==> config.mk <==
export PLATFORM = sky130hd
export DESIGN_NAME = softmax_norm
export DESIGN_NICKNAME = d
export VERILOG_FILES = /design/src/rtl/softmax_norm.sv
export SDC_FILE = /design/constraint.sdc
export NUM_CORES = 1
export LEC_CHECK = 0
export ABC_AREA = 1
export CORE_ASPECT_RATIO = 1.25
export CORE_MARGIN = 2
export CORE_UTILIZATION = 53
export CTS_CLUSTER_DIAMETER = 80
export DETAILED_ROUTE_END_ITERATION = 6
export GPL_TIMING_DRIVEN = 0
export PLACE_DENSITY = 0.7
export SYNTH_ARGS = -nofsm -noshare
export SYNTH_HDL_FRONTEND = slang
export SYNTH_SLANG_ARGS = --single-unit
==> constraint.sdc <==
create_clock -name clk -period 7.12 [get_ports clk]
set_clock_uncertainty 0.2 [all_clocks]
set_input_delay 2.136 -clock clk [delete_from_list [all_inputs] [get_ports clk]]
set_output_delay 2.136 -clock clk [all_outputs]
set_load 0.05 [all_outputs]
==> src/rtl/softmax_norm.sv <==
// softmax_norm: softmax row normalizer in front of an iterative divider.
//
// Buffers one row of unsigned exponent values and sums them. It then issues
// one divide per element, (x << FRAC) / sum, and streams the quotients out
// with valid/ready and last framing. The divider's variable latency stays
// hidden behind this block's request/collect handshake.
//
// Optional feature macro: SOFTMAX_NORM_ROUND_EN
//   defined   -> dividend = (x << FRAC) + (sum >> 1)  (round to nearest, ties up)
//   undefined -> dividend =  x << FRAC                (truncate)
//
// Ports:
//   clk, rst            clock, synchronous active-high reset
//   enable              global clock enable; low freezes all state and handshakes
//   in_valid/in_data/in_last/in_ready      row input stream
//   out_valid/out_data/out_last/out_ready  normalized output stream
//   div_in_valid/div_divisor/div_divident  request to the divider
//   div_quotient/div_out_valid             result from the divider
//   row_overflow        sticky flag: a row ran past MAX_LEN without in_last
module softmax_norm #(
  parameter int D_W     = 32,
  parameter int IN_W    = 16,
  parameter int FRAC    = 15,
  parameter int MAX_LEN = 64
) (
  input  logic            clk,
  input  logic            rst,
  input  logic            enable,
  input  logic            in_valid,
  input  logic [IN_W-1:0] in_data,
  input  logic            in_last,
  output logic            in_ready,
  output logic            out_valid,
  output logic [D_W-1:0]  out_data,
  output logic            out_last,
  input  logic            out_ready,
  output logic            div_in_valid,
  output logic [D_W-1:0]  div_divisor,
  output logic [D_W-1:0]  div_divident,
  input  logic [D_W-1:0]  div_quotient,
  input  logic            div_out_valid,
  output logic            row_overflow
);

  localparam int AW = $clog2(MAX_LEN);
  localparam logic [AW-1:0] PTR_ONE = AW'(1'b1);
  localparam logic [AW-1:0] PTR_MAX = AW'(MAX_LEN - 1);

  typedef enum logic [1:0] {
    S_LOAD  = 2'd0,
    S_ISSUE = 2'd1,
    S_WAIT  = 2'd2,
    S_OUT   = 2'd3
  } state_t;

  state_t          state_q, state_d;
  logic [D_W-1:0]  sum_q, sum_d;
  logic [AW-1:0]   wr_ptr_q, wr_ptr_d;
  logic [AW-1:0]   rd_ptr_q, rd_ptr_d;
  logic [AW-1:0]   last_idx_q, last_idx_d;   // index of the row's final element
  logic            out_valid_q, out_valid_d;
  logic [D_W-1:0]  out_data_q, out_data_d;
  logic            out_last_q, out_last_d;
  logic            div_in_valid_q, div_in_valid_d;
  logic [D_W-1:0]  div_divisor_q, div_divisor_d;
  logic [D_W-1:0]  div_divident_q, div_divident_d;
  logic            row_overflow_q, row_overflow_d;

  logic [IN_W-1:0] row_mem_q [MAX_LEN];
  logic            mem_we;
  logic            in_fire;
  logic            out_fire;
  logic [D_W-1:0]  dividend;

  assign in_ready     = enable && (state_q == S_LOAD);
  assign in_fire      = in_valid && in_ready;
  assign out_fire     = out_valid_q && out_ready && enable;

  assign out_valid    = out_valid_q;
  assign out_data     = out_data_q;
  assign out_last     = out_last_q;
  assign div_in_valid = div_in_valid_q;
  assign div_divisor  = div_divisor_q;
  assign div_divident = div_divident_q;
  assign row_overflow = row_overflow_q;

  // Dividend for the element at rd_ptr, optionally biased by sum/2 for rounding.
  always_comb begin
    dividend = {{(D_W-IN_W){1'b0}}, row_mem_q[rd_ptr_q]} << FRAC;
`ifdef SOFTMAX_NORM_ROUND_EN
    dividend = dividend + (sum_q >> 1);
`else
    dividend = dividend + {D_W{1'b0}};
`endif
  end

  // Next-state and next-output logic for the LOAD/ISSUE/WAIT/OUT sequencer.
  always_comb begin
    state_d        = state_q;
    sum_d          = sum_q;
    wr_ptr_d       = wr_ptr_q;
    rd_ptr_d       = rd_ptr_q;
    last_idx_d     = last_idx_q;
    out_valid_d    = out_valid_q;
    out_data_d     = out_data_q;
    out_last_d     = out_last_q;
    div_in_valid_d = 1'b0;          // request is a single-cycle pulse
    div_divisor_d  = div_divisor_q;
    div_divident_d = div_divident_q;
    row_overflow_d = row_overflow_q;
    mem_we         = 1'b0;

    case (state_q)
      S_LOAD: begin
        if (in_fire) begin
          mem_we   = 1'b1;
          sum_d    = sum_q + {{(D_W-IN_W){1'b0}}, in_data};
          wr_ptr_d = wr_ptr_q + PTR_ONE;
          if (in_last || (wr_ptr_q == PTR_MAX)) begin
            last_idx_d = wr_ptr_q;
            rd_ptr_d   = {AW{1'b0}};
            state_d    = S_ISSUE;
            // A full buffer without in_last closes the row early; the
            // following element simply begins the next row.
            if (!in_last) begin
              row_overflow_d = 1'b1;
            end else begin
              row_overflow_d = row_overflow_q;
            end
          end else begin
            state_d = S_LOAD;
          end
        end else begin
          state_d = S_LOAD;
        end
      end

      S_ISSUE: begin
        if (sum_q == {D_W{1'b0}}) begin
          // All-zero row: every output is 0, the divider is never bothered.
          out_data_d  = {D_W{1'b0}};
          out_valid_d = 1'b1;
          out_last_d  = (rd_ptr_q == last_idx_q);
          state_d     = S_OUT;
        end else begin
          div_in_valid_d = 1'b1;
          div_divisor_d  = sum_q;
          div_divident_d = dividend;
          state_d        = S_WAIT;
        end
      end

      S_WAIT: begin
        // The divider drops its quotient a cycle after out_valid, so it is
        // captured on the pulse itself.
        if (div_out_valid) begin
          out_data_d  = div_quotient;
          out_valid_d = 1'b1;
          out_last_d  = (rd_ptr_q == last_idx_q);
          state_d     = S_OUT;
        end else begin
          state_d = S_WAIT;
        end
      end

      S_OUT: begin
        if (out_fire) begin
          out_valid_d = 1'b0;
          out_last_d  = 1'b0;
          if (out_last_q) begin
            sum_d    = {D_W{1'b0}};
            wr_ptr_d = {AW{1'b0}};
            rd_ptr_d = {AW{1'b0}};
            state_d  = S_LOAD;
          end else begin
            rd_ptr_d = rd_ptr_q + PTR_ONE;
            state_d  = S_ISSUE;
          end
        end else begin
          state_d = S_OUT;
        end
      end

      default: begin
        state_d = S_LOAD;
      end
    endcase
  end

  // Control and output registers; reset wins, otherwise advance only when enabled.
  always_ff @(posedge clk) begin
    if (rst) begin
      state_q        <= S_LOAD;
      sum_q          <= {D_W{1'b0}};
      wr_ptr_q       <= {AW{1'b0}};
      rd_ptr_q       <= {AW{1'b0}};
      last_idx_q     <= {AW{1'b0}};
      out_valid_q    <= 1'b0;
      out_data_q     <= {D_W{1'b0}};
      out_last_q     <= 1'b0;
      div_in_valid_q <= 1'b0;
      div_divisor_q  <= {D_W{1'b0}};
      div_divident_q <= {D_W{1'b0}};
      row_overflow_q <= 1'b0;
    end else if (enable) begin
      state_q        <= state_d;
      sum_q          <= sum_d;
      wr_ptr_q       <= wr_ptr_d;
      rd_ptr_q       <= rd_ptr_d;
      last_idx_q     <= last_idx_d;
      out_valid_q    <= out_valid_d;
      out_data_q     <= out_data_d;
      out_last_q     <= out_last_d;
      div_in_valid_q <= div_in_valid_d;
      div_divisor_q  <= div_divisor_d;
      div_divident_q <= div_divident_d;
      row_overflow_q <= row_overflow_d;
    end
  end

  // Row buffer write port; contents need no reset since sum/pointers gate use.
  always_ff @(posedge clk) begin
    if (mem_we) begin
      row_mem_q[wr_ptr_q] <= in_data;
    end
  end

endmodule

# Word level (Yosys, flattened, before mapping)
# Memory sizes are Yosys's and may differ from the RTL's. A register that Yosys moved wholly into a read port is not among the register bits.
# Cells that the tools add are included.
[totals]
mem_count = 1
romBits = 0
latch_bits = 0
inputBits = 55
output_inout_bits = 101
wordCells = 81
reg_bits = 120
ram_bits = 1024
[mem_list]
columns = ["memory", "depth", "word_bits", "read_ports", "rd_clocked_by_memory_dff", "write_ports", "line", "source"]
rows = [
  ["row_mem_q", 64, 16, 1, 1, 1, "69", "logic [IN_W-1:0] row_mem_q [MAX_LEN];"],
]
[classes]
n_bitwise = 2
div_mod_pow = 0
mul = 0
n_addsub = 3
n_reduce_logical = 17
eq_ne = 11
order_cmp = 0
shifts = 0
n_mux = 36
[op_table]
columns = ["operator", "count"]
rows = [
  ["$mux W32", 5],
  ["$pmux W32 S2", 2],
  ["$mux W6", 7],
  ["$add A32 B16 Y32", 1],
  ["$logic_not A32 Y1", 1],
  ["$pmux W6 S2", 2],
  ["$reduce_and A5 Y1", 4],
  ["$mux W1", 15],
  ["$add A6 B1 Y6 const B", 2],
  ["$ne A2 B2 Y1 const B", 5],
  ["$pmux W2 S4", 1],
  ["$reduce_and A4 Y1", 2],
  ["$eq A6 B6 Y1", 1],
  ["$eq A6 B6 Y1 const B", 1],
  ["$pmux W1 S3", 2],
  ["$eq A2 B2 Y1 const B", 2],
  ["$logic_and A1 B1 Y1", 4],
  ["$mux W2", 2],
  ["$reduce_bool A2 Y1", 2],
  ["$reduce_and A3 Y1", 1],
  ["$reduce_bool A3 Y1", 1],
  ["$eq A2 B1 Y1 const B", 1],
  ["$logic_not A2 Y1", 1],
  ["$ne A2 B1 Y1 const B", 1],
  ["2 further kinds", 3],
]

# Logic depth before layout (Yosys ltp)
[depth]
ltp_word = 7
mapped_depth = 15
depth_no_buf = 13

# Least setup slack after synthesis
# Ideal clock, no wire load.
[synth_path]
kind = "input to output"
from = "input enable"
to = "output in_ready"
arrival_time_ns = 2.684
n_path_buf = 0
required_time_ns = 4.784
slack_ns = 2.100
stages = 2
path_cell_list = "inv_1 nor2_2"
[synth_via]
elab_chain_len = 1
[synth_lines]
columns = ["element", "line", "source"]
rows = [
  ["start: declaration", "28", "input logic enable,"],
  ["$logic_and A1 B1 Y1", "75", "assign in_ready = enable && (state_q == S_LOAD);"],
  ["end: declaration", "32", "output logic in_ready,"],
]
# Every way passes these cells.

# Final worst setup path
# Same ends and word-level chain as after synthesis.

==> flow_summary.rst <==
.. list-table::
   :header-rows: 1

   * - Metric
     - Value
   * - Outcome
     - complete, no violations
   * - Area inside the core boundary
     - 92590 µm²
   * - Critical Path End Type
     - output pin
   * - Proportion of register bits with asynchronous set or reset after synthesis
     - 0
   * - Mapped Area
     - 49370 µm²
   * - Number of buffers on the longest clock path
     - 3
   * - Floorplan die height
     - 345.2 µm
   * - Syn avg cell area
     - 10.14 µm²
   * - Via count of the first global-routing pass
     - 35130
   * - Number of enable-type register cells in the synthesized netlist
     - 1024
   * - Synthesis-to-layout area growth
     - 15.78%
   * - Met1 capacity usage during global routing
     - 0.4182
   * - Number of fill cells in the layout
     - 7396
   * - Synthesis-stage register bit count
     - 1160
   * - Critical Path Source
     - enable
   * - DRT Wirelength
     - 166700 µm
   * - # Post-CTS Setup Buffers
     - 0
   * - Reg-to-reg slack, setup
     - 3.33 ns
   * - CTS Hold Bufs
     - 0
   * - Number of nets still failing antenna checks after routing
     - 0
   * - Total number of H-tree levels
     - 3
   * - Final HPWL from detailed placement
     - 116800 µm
   * - Number of setup violations in the final report
     - 0
   * - Number of clock buffers inserted by TritonCTS
     - 109
   * - Routability-driven placement congestion ratio
     - 1.006
   * - CTS tree
     - yes
   * - PwrDens
     - 248.7 nW/µm²
   * - Transition time at the pin with the least slew margin
     - 1.152 ns
   * - Final count of pins violating max slew
     - 0
   * - Commonest cells after routing, fill and taps aside
     - sky130_fd_sc_hd__nand2_1, sky130_fd_sc_hd__edfxtp_1, sky130_fd_sc_hd__nand3_1
   * - Maximum single-stage delay on the critical path
     - 0.83 ns
   * - Worst-path cell chain
     - clkdlybuf4s50_1 > inv_1 > nor2_2 > clkdlybuf4s50_1
   * - Pwr Total
     - 14210 µW
   * - Routed wirelength normalized by instance count
     - 25.64 µm
   * - RSZ-0062 raised after global routing
     - no
   * - Antenna diode count
     - 0
   * - Full die area
     - 95620 µm²
   * - Count of nets after finishing
     - 5277
   * - Initial core utilization
     - 0.5332
   * - Max_slew headroom
     - 0.2317
   * - CP Depth
     - 4
   * - Data required time at the worst endpoint
     - 4.78 ns
   * - Tcrit/Tclk final
     - 0.8696
   * - Worst-path cell with the longest stage delay
     - sky130_fd_sc_hd__clkdlybuf4s50_1
   * - Max Cap Violations
     - 0
   * - Number of sinks handled by clock tree synthesis
     - 1160
   * - Std cell rows
     - 125
   * - Startpoint of the most critical register-to-register path
     - rd_ptr_q[1]
   * - Min Tclk post-route
     - 6.191 ns
   * - Worst setup path category
     - in2out
   * - VDD IR max
     - 0.0002040 V
   * - Yosys cell types
     - 42
   * - Met3 global-route usage
     - 0.06886
   * - Clock-pin slew reported for the worst setup and hold paths after clock tree synthesis
     - 0.06 ns
   * - Most utilized layer in the global route result
     - met2
   * - Most instantiated flip-flop cell in the synthesis netlist
     - sky130_fd_sc_hd__edfxtp_1
   * - Register area share after synthesis
     - 0.6780
   * - 1st-pass router iterations
     - 6
   * - Crit path DAT
     - 3.86 ns
   * - Total global-route track usage
     - 0.3460
   * - Largest fanout on the critical path
     - 6
   * - Average vias per placed instance
     - 5.722
   * - Cell leakage power
     - 0.02191 µW
   * - Global route overflow
     - 0
   * - Number of endpoints with negative hold slack in the final report
     - 0
   * - Met2 usage in global routing
     - 0.5563
   * - Setup slack after layout
     - 0.9286 ns
   * - # port buffers
     - 139
   * - Crit path top cell by count
     - sky130_fd_sc_hd__clkdlybuf4s50_1
   * - Source-to-sink clock delay at the later pin of the worst-skew pair
     - 0.72 ns
   * - Critical Path Sink
     - in_ready
   * - Number of antenna violations at the first check in global routing
     - 8
   * - Final design instance area without fill
     - 57160 µm²
   * - Cell chosen for the clock root
     - sky130_fd_sc_hd__clkbuf_16
   * - Most common cell after layout, fill and taps aside
     - sky130_fd_sc_hd__nand2_1
   * - Depth of the worst register-to-register path
     - 11
   * - Count of yosys warnings during synthesis
     - 0
   * - Post-CTS sizing
     - 0
   * - Worst slack after detailed placement
     - 0.9463 ns
   * - Total buffers and inverters traversed by the critical path
     - 3
   * - Wire length of the first global-routing pass
     - 237400 µm
   * - Endpoint of the lowest-slack register-to-register path
     - div_divident[16]
   * - I/O pin count
     - 156
   * - Hold Crit Class
     - reg2reg
   * - Category of cells accounting for the largest share of critical-path delay
     - buffers and inverters
   * - Number of instances on the worst hold path
     - 2
   * - Highest achievable clock rate
     - 161.5 MHz
   * - DRC marker count from the first detailed-route iteration
     - 5262
   * - Pin count of the biggest net entering global routing
     - 67
   * - CP Launch Type
     - input port
   * - Count of mapped cells out of synthesis
     - 4869
   * - Routed via count
     - 37220
   * - Cell Area, Placed
     - 53570 µm²
   * - Remaining design rule violation count
     - 0
   * - Die span in x
     - 277.0 µm
   * - Layout cell share with drive strength beyond 1
     - 0.09154
-- synthesized netlist by cell type (2+ instances only) --
cell | number | area share
sky130_fd_sc_hd__o21bai_1 | 2 | 0.00030
sky130_fd_sc_hd__nand2_1 | 1554 | 0.12
sky130_fd_sc_hd__nor2_1 | 465 | 0.035
sky130_fd_sc_hd__buf_1 | 25 | 0.0019
sky130_fd_sc_hd__dfxtp_1 | 136 | 0.055
sky130_fd_sc_hd__nor2_2 | 2 | 0.00025
sky130_fd_sc_hd__nand4_1 | 15 | 0.0019
sky130_fd_sc_hd__nor3_2 | 2 | 0.00041
sky130_fd_sc_hd__nand3_1 | 639 | 0.065
sky130_fd_sc_hd__o21ai_0 | 118 | 0.012
sky130_fd_sc_hd__buf_2 | 94 | 0.0095
sky130_fd_sc_hd__ha_1 | 18 | 0.0046
sky130_fd_sc_hd__edfxtp_1 | 1024 | 0.62
sky130_fd_sc_hd__nand3b_1 | 7 | 0.0011
sky130_fd_sc_hd__inv_2 | 6 | 0.00046
sky130_fd_sc_hd__buf_4 | 42 | 0.0064
sky130_fd_sc_hd__buf_6 | 18 | 0.0041
sky130_fd_sc_hd__nor3_1 | 11 | 0.0011
sky130_fd_sc_hd__clkinv_1 | 2 | 0.00015
sky130_fd_sc_hd__a21oi_1 | 208 | 0.021
sky130_fd_sc_hd__clkbuf_1 | 90 | 0.0068
sky130_fd_sc_hd__inv_1 | 369 | 0.028
sky130_fd_sc_hd__nand2_2 | 3 | 0.00038
-- area by class of cell --
class                           count  area, µm²  area share
Tap cell                         1206       1509     0.02640
Timing Repair Buffer              208       2475     0.04330
Sequential cell                  1160      33470      0.5856
Inverter                          378       1421     0.02487
Buffer                            270       1435     0.02511
Clock inverter                     58      591.8     0.01035
Multi-Input combinational cell   3076      13260      0.2319
Clock buffer                      148       3000     0.05249
-- registers in the layout, indices dropped and copies added, names as in the netlist --
name / flops
rd_ptr_q: 6
out_valid: 1
sum_q: 32
row_mem_q: 1024
wr_ptr_q: 6
state_q: 2
div_divisor: 32
div_divident: 16
out_data: 32
last_idx_q: 6
div_in_valid: 1
row_overflow: 1
out_last: 1
-- worst min-delay path by stage --
stage	end	slack (ns)	startpoint
3_3_place_gp	row_overflow	0.24	row_overflow
3_5_place_dp	row_overflow	0.24	row_overflow
4_1_cts	row_overflow	0.25	row_overflow
5_1_grt	row_overflow	0.27	row_overflow
2_1_floorplan	last_idx_q[2]	0.24	last_idx_q[2]
6_report	row_overflow	0.25	row_overflow
-- metal layers --
metal	routed length, µm	up-vias
li1	-	16910
met1	57880	17540
met2	77180	2303
met3	17490	457
met4	14170	6
met5	36	-
-- cell families after synthesis --
kind of cell	synth area share
AO/OA/AOI/OAI	0.03475
XOR/XNOR	0.0003549
adder cells (fa/ha/maj)	0.004967
buffers and inverters	0.05786
flip-flops	0.6780
other	0.00007596
AND/OR/NAND/NOR	0.2240
-- where the power goes --
group / internal, µW / leakage [µW] / total (µW) / switching [µW]
clock network: 3300 / 0.00176 / 5890 / 2600
logic: 223 / 0.00985 / 890 / 667
registers: 7410 / 0.0103 / 7430 / 19.1
total: 10900 / 0.0219 / 14200 / 3280
-- worst reg2reg max path, stage by stage (launching register included) --
cell	delay, ns
sky130_fd_sc_hd__dfxtp_1	0.36
sky130_fd_sc_hd__buf_2	0.18
sky130_fd_sc_hd__buf_2	0.36
sky130_fd_sc_hd__clkbuf_1	0.78
sky130_fd_sc_hd__nand3_1	0.15
sky130_fd_sc_hd__a21oi_1	0.65
sky130_fd_sc_hd__nor2_1	0.15
sky130_fd_sc_hd__nand2_1	0.37
sky130_fd_sc_hd__nand3_1	0.16
sky130_fd_sc_hd__nand3_1	0.24
sky130_fd_sc_hd__nand2_1	0.08
sky130_fd_sc_hd__inv_1	0.06
-- metrics by stage --
stage | utilization | TNS, ns | instances | hold slack, ns
6_report | 0.6174 | 0 | 6504 | 0.2525
5_1_grt | 0.6174 | 0 | 6504 | 0.2720
4_1_cts | 0.6174 | 0 | 6504 | 0.2538
3_5_place_dp | 0.5786 | 0 | 6298 | 0.2438
3_3_place_gp | 0.5651 | -1.811 | 6229 | 0.2358
2_1_floorplan | - | 0 | 4884 | 0.2436
Note: power is estimated with default switching activity, not from simulation.
